`config.mk`:
```
export PLATFORM = sky130hd
export DESIGN_NAME = log_hex_fmt
export DESIGN_NICKNAME = d
export VERILOG_FILES = /design/src/rtl/log_hex_fmt.sv
export SDC_FILE = /design/constraint.sdc
export NUM_CORES = 1
export LEC_CHECK = 0
export BUFFER_PORTS_ARGS = -buffer_cell sky130_fd_sc_hd__buf_2
export CORE_ASPECT_RATIO = 0.75
export CORE_MARGIN = 2
export CORE_UTILIZATION = 56
export CTS_BUF_LIST = sky130_fd_sc_hd__clkbuf_4 sky130_fd_sc_hd__clkbuf_8
export CTS_CLUSTER_DIAMETER = 30
export DETAILED_ROUTE_END_ITERATION = 12
export PLACE_DENSITY = 0.86
export RECOVER_POWER = 100
export SETUP_SLACK_MARGIN = 0.05
export SLEW_MARGIN = 20
export SYNTH_ARGS = -nofsm -noshare
export SYNTH_HDL_FRONTEND = slang
export SYNTH_SLANG_ARGS = --single-unit
export TNS_END_PERCENT = 50
```
`constraint.sdc`:
```
create_clock -name clk -period 4.1 [get_ports clk]
set_input_delay 0.615 -clock clk [delete_from_list [all_inputs] [get_ports clk]]
set_output_delay 0.615 -clock clk [all_outputs]
set_load 0.02 [all_outputs]
```
`src/rtl/log_hex_fmt.sv`:
```
// log_hex_fmt: turns a tagged sample into a fixed-width ASCII log line
//   "<tag>:<hex digits><spaces>\r" and hands it to a logger with a one-cycle strobe.
// The line is built one hex digit per cycle. It is held until the logger reports
// neither busy nor full. It then stays stable on log_text until the next sample is accepted.
// Build option: define LOG_HEX_FMT_DROP_EN to keep in_ready high outside reset.
// In that build, samples offered while a line is in progress are discarded and
// counted in drop_cnt, which saturates at 255.
// VAL_W must be a multiple of 4 and COUNT must be at least VAL_W/4 + 3.
module log_hex_fmt #(
   parameter int VAL_W = 16,
   parameter int COUNT = 8
) (
   input  logic               clk,
   input  logic               rst,
   input  logic               in_valid,
   output logic               in_ready,
   input  logic [7:0]         in_tag,
   input  logic [VAL_W-1:0]   in_value,
   output logic [COUNT*8-1:0] log_text,
   output logic               log_stb,
   input  logic               log_busy,
   input  logic               log_full,
   output logic [7:0]         drop_cnt
);
   localparam int NDIG = VAL_W / 4;
   localparam int DW   = $clog2(NDIG + 1);
   localparam int IW   = $clog2(COUNT);
   localparam logic [DW-1:0] LAST_DIG = DW'(NDIG - 1);

   typedef enum logic [2:0] {IDLE, CONV, WAIT, SEND, GAP} state_t;

   state_t           state_reg;
   logic [VAL_W-1:0] val_reg;
   logic [DW-1:0]    dig_idx_reg;
   logic [7:0]       text_reg [COUNT];

   logic             accept;
   logic             logger_free;
   logic [3:0]       nib;
   logic [7:0]       hex_char;
   logic [IW-1:0]    dig_pos;

   // The value register is shifted left each digit, so the next nibble is always on top.
   assign nib         = val_reg[VAL_W-1 -: 4];
   assign hex_char    = (nib < 4'd10) ? (8'h30 + {4'h0, nib}) : (8'h37 + {4'h0, nib});
   assign dig_pos     = IW'(dig_idx_reg) + IW'(2);
   assign logger_free = !log_busy && !log_full;

`ifdef LOG_HEX_FMT_DROP_EN
   assign in_ready = !rst;
`else
   assign in_ready = (state_reg == IDLE) && !rst;
`endif

   // Only IDLE takes a sample. In the drop build, in_ready is also high in other states.
   assign accept = in_valid && in_ready && (state_reg == IDLE);

   // The strobe is masked by rst so that a reset landing on SEND abandons the line.
   assign log_stb = (state_reg == SEND) && !rst;

   // Line-formatting FSM: latch the sample, emit the digits, wait for the logger, then strobe.
   always_ff @(posedge clk) begin
      if (rst) begin
         state_reg   <= IDLE;
         val_reg     <= '0;
         dig_idx_reg <= '0;
         for (int i = 0; i < COUNT; i++) begin
            text_reg[i] <= 8'h20;
         end
      end else begin
         case (state_reg)
            IDLE: begin
               if (accept) begin
                  val_reg     <= in_value;
                  dig_idx_reg <= '0;
                  for (int i = 0; i < COUNT; i++) begin
                     text_reg[i] <= (i == COUNT - 1) ? 8'h0D : 8'h20;
                  end
                  text_reg[0] <= in_tag;
                  text_reg[1] <= 8'h3A;
                  state_reg   <= CONV;
               end
            end
            CONV: begin
               text_reg[dig_pos] <= hex_char;
               val_reg           <= val_reg << 4;
               dig_idx_reg       <= dig_idx_reg + 1'b1;
               // If the logger is already free on the last digit, skip WAIT.
               // This lets the strobe land VAL_W/4+1 cycles after acceptance.
               if (dig_idx_reg == LAST_DIG) begin
                  state_reg <= logger_free ? SEND : WAIT;
               end
            end
            WAIT: begin
               if (logger_free) begin
                  state_reg <= SEND;
               end
            end
            SEND: begin
               state_reg <= GAP;
            end
            GAP: begin
               state_reg <= IDLE;
            end
            default: begin
               state_reg <= IDLE;
            end
         endcase
      end
   end

`ifdef LOG_HEX_FMT_DROP_EN
   logic [7:0] drop_cnt_reg;

   // Count samples that arrive while a line is in progress. The count saturates at 255.
   always_ff @(posedge clk) begin
      if (rst) begin
         drop_cnt_reg <= 8'd0;
      end else if (in_valid && (state_reg != IDLE) && (drop_cnt_reg != 8'hFF)) begin
         drop_cnt_reg <= drop_cnt_reg + 8'd1;
      end
   end

   assign drop_cnt = drop_cnt_reg;
`else
   assign drop_cnt = 8'd0;
`endif

   // Pack the line with the first character in the most significant byte.
   genvar gi;
   generate
      for (gi = 0; gi < COUNT; gi++) begin : g_text
         assign log_text[(COUNT-1-gi)*8 +: 8] = text_reg[gi];
      end
   endgenerate

endmodule

```
==> implementation parameters <==
Parameter                              Value

STA
  Actual slew at the worst max-slew pin ... 1.321 ns
  Clock skew ... roughly 0.0074 ns
  Count of final max-slew check failures ... 0
  Maximum frequency from static timing analysis ... 319.5 MHz
  Final hold violation count ... 0
  Min cycle time layout ... 3.130 ns
  Share of the cycle needed by the critical path after routing ... 0.7634
  Setup TNS ... 0 ns
  Final setup violating endpoints ... 0
  Worst slew slack as a fraction of its limit ... 0.1193
  Setup repair after global routing missed its margin ... false

Critical path
  Crit-path slowest cell ... clkbuf_1
  Critical path start-end classification ... in2out
  Worst setup slack for register-to-register paths ... around 2.0 ns
  Cell-by-cell listing of the critical path ... clkbuf_1 > or4_4 > clkinv_2 > clkbuf_1
  Critical path peak fanout ... 29
  Data required time of the critical path ... between 3 and 4 ns
  Top delay family on crit path ... buffers and inverters
  Crit-path max cell delay ... about 0.94 ns
  Launching point of the worst reg2reg path ... state_reg[2]
  Buffers & Inverters on Critical Path ... 3
  Crit path depth ... 4
  Arrival time of the worst setup path ... about 2.5 ns
  Startpoint kind of the worst setup timing path ... input pin
  Category of the worst setup path capture point ... output pin
  Most frequent CP cell ... clkbuf_1
  Depth of the worst register-to-register path ... 3
  Reg-to-reg endpoint ... text_reg[5][4]

Pwr
  Sequential Power Share ... 0.517
  Power share of the clock group ... 0.339
  Leak pwr ... about 1.4 nW
  Peak supply drop ... about 0.21 mV
  Net switching component of the power ... between 0.5 and 0.6 mW
  Combinational fraction of design power ... 0.144
  Switching fraction of total power ... 0.2762
  Internal Pwr Total ... between 1 and 1.5 mW
  Pwr/cell area ... roughly 470 nW/µm²
  Final Power ... roughly 1.8 mW

Hold path
  Type of the tightest min-delay check ... reg2reg
  Cells on Worst Hold Path ... 2
  Start point of the worst hold path ... val_reg[2]
  Hold path endpoint ... val_reg[2]

Yosys
  Register bit count reported by yosys ... slightly below 80
  Number of flops mapped to enable cells by yosys ... 56
  Post-Syn Instances ... about 310
  Asr flop ratio synth ... 0
  Synthesis warning total ... 0
  Most used DFF post-synth ... edfxtp_1
  Post-synthesis area per instance ... approximately 11 µm²
  Unique cell type count in the Yosys netlist ... 44
  Register area share after synthesis ... 0.6276
  Combined area of all synthesized cells ... between 3000 and 4000 µm²

Finish
  Relative area change from synthesis to final layout ... 15.51%
  Commonest non-fill, non-tap cell in the layout ... clkbuf_1
  Ant. Diodes ... 0
  Proportion of layout cells with a drive suffix above 1 ... 0.1256
  Utilization after layout ... 0.6733
  Net count, final ... approximately 420
  Max reg flops ... 57
  Highest-count cells in the layout ignoring fill and taps ... 60 x clkbuf_1, 56 x edfxtp_1, 52 x nor2_1

CTS
  CTS tree ... built
  Clock slew at reported path FFs ... about 0.070 ns
  Count of buffers added by post-CTS timing repair for setup ... 0
  Sinks on Clock Net ... 79
  Post-cts sizing count ... 0
  H-tree levels ... 3
  Clock network latency to the later pin of the worst-skew pair ... ~0.34 ns
  Number of buffers on the longest clock path ... 2
  Root buffer selected by CTS ... clkbuf_8
  Hold buffer count at CTS ... 0
  Number of buffers inserted during clock tree synthesis ... 9

Detailed routing
  Routed vias ... between 2000 and 3000
  Total wirelength of the detailed-routed design ... roughly 7600 µm
  Vias per cell ... 5.568
  Final ANT Viol Nets ... 0
  First DRT Iteration DRCs ... roughly 230
  DRC violations left ... 0
  Wirelength per Cell ... about 16 µm
  First-pass iteration count of the detailed router ... 4

Floorplan
  Height of the die ... a little over 70 µm
  I/O Pins ... slightly above 100
  Effective utilization at floorplan ... 0.5829
  Horiz. Die Dim ... 94.15 µm
  Standard cell core area ... between 5000 and 6000 µm²
  Cell Rows ... 24
  Area of the die ... slightly below 7000 µm²

GRT
  Largest net degree at the start of global routing ... 30
  Antenna violations before repair ... 0
  GRT Resource Usage Total ... 0.2391
  Grt ovf ... 0
  First-pass GRT wire length ... around 12000 µm
  Number of global-route vias before repair ... roughly 2500

Run
  Maximum Capacitance Violations ... 0

Placed design
  Buffers on Ports ... 87
  Weighted congestion at the end of routability-driven global placement ... about 0.85
  Hpwl dp ... between 5000 and 6000 µm

Status
  Status ... completed
## layer usage
layer  share of wire  track usage  wire length (µm)
met1            0.41       0.3108              3136
met2            0.48       0.3937              3614
met5               0            0                 0
met3           0.092      0.06204               698
met4           0.017      0.08535               125
## cell families after synthesis
logic type | Yosys count | share of synthesized area
simple gates | 104 | 0.1485
fa+ha+maj | 3 | 0.01100
buf+inv | 41 | 0.06781
compound gates | 77 | 0.1415
flops | 79 | 0.6276
xor+xnor | 1 | 0.002566
other cells | 1 | 0.001099
## power groups by stage
| stage | Combinational [mW] | Clock, mW | Sequential, mW |
|---|---|---|---|
| CTS | 0.276 | 0.635 | 0.948 |
| floorplan | 0.154 | 0 | 1.01 |
| detailed placement | 0.274 | 0 | 0.965 |
| global placement | 0.265 | 0 | 0.964 |
| global route | 0.289 | 0.666 | 0.956 |
| finish | 0.264 | 0.622 | 0.950 |
## layout make-up
type,count,area (µm²)
Inverter,7,27.53
Clock buffer,9,123.9
Fill cell,469,1913
Multi-Input combinational cell,200,1086
Sequential cell,79,2142
Tap cell,78,97.59
Clock inverter,7,97.59
Timing Repair Buffer,88,367.9
## through the flow
step	setup WS (ns)	hold slack (ns)	std cells	cell area, µm²
2_1_floorplan	1.890	0.4545	320	3466
3_3_place_gp	1.572	0.4723	452	3802
3_5_place_dp	1.512	0.4714	452	3802
4_1_cts	1.512	0.4836	468	4024
5_1_grt	0.8305	0.5144	468	3943
6_report	0.9699	0.4867	468	3943
## cell usage after synthesis (2+ instances only)
library cell | instances | area share
a211oi_1 | 12 | 0.026
a21o_1 | 2 | 0.0044
a21oi_1 | 14 | 0.021
a22o_1 | 2 | 0.0051
a31oi_1 | 12 | 0.022
buf_2 | 4 | 0.0059
buf_4 | 15 | 0.033
buf_6 | 2 | 0.0066
clkbuf_1 | 13 | 0.014
dfxtp_1 | 23 | 0.13
edfxtp_1 | 56 | 0.49
ha_1 | 3 | 0.011
inv_1 | 6 | 0.0066
nand2_1 | 15 | 0.016
nand2b_1 | 2 | 0.0037
nand3_1 | 9 | 0.013
nand4_1 | 5 | 0.0092
nor2_1 | 51 | 0.056
nor2b_1 | 3 | 0.0055
nor3_1 | 5 | 0.0073
o211ai_1 | 3 | 0.0066
o21a_1 | 2 | 0.0044
o21ai_0 | 21 | 0.031
o2bb2ai_1 | 4 | 0.010
or2_2 | 2 | 0.0037
or3_1 | 2 | 0.0037
## worst register-to-register path: stages (launching register included)
cell	delay, ns
dfxtp_1	0.43
nor4b_4	0.58
nand4_1	0.38
nand2_1	0.38
## worst max path at each step
stage | start | end | slack (ns)
after CTS | rst | in_ready | 1.51
after floorplan | rst | text_reg[1][0] | 1.89
after global routing | rst | in_ready | 0.83
final | rst | in_ready | 0.97
after detailed placement | rst | in_ready | 1.51
after global placement | rst | in_ready | 1.57
Power figures use the tool's default switching activity.
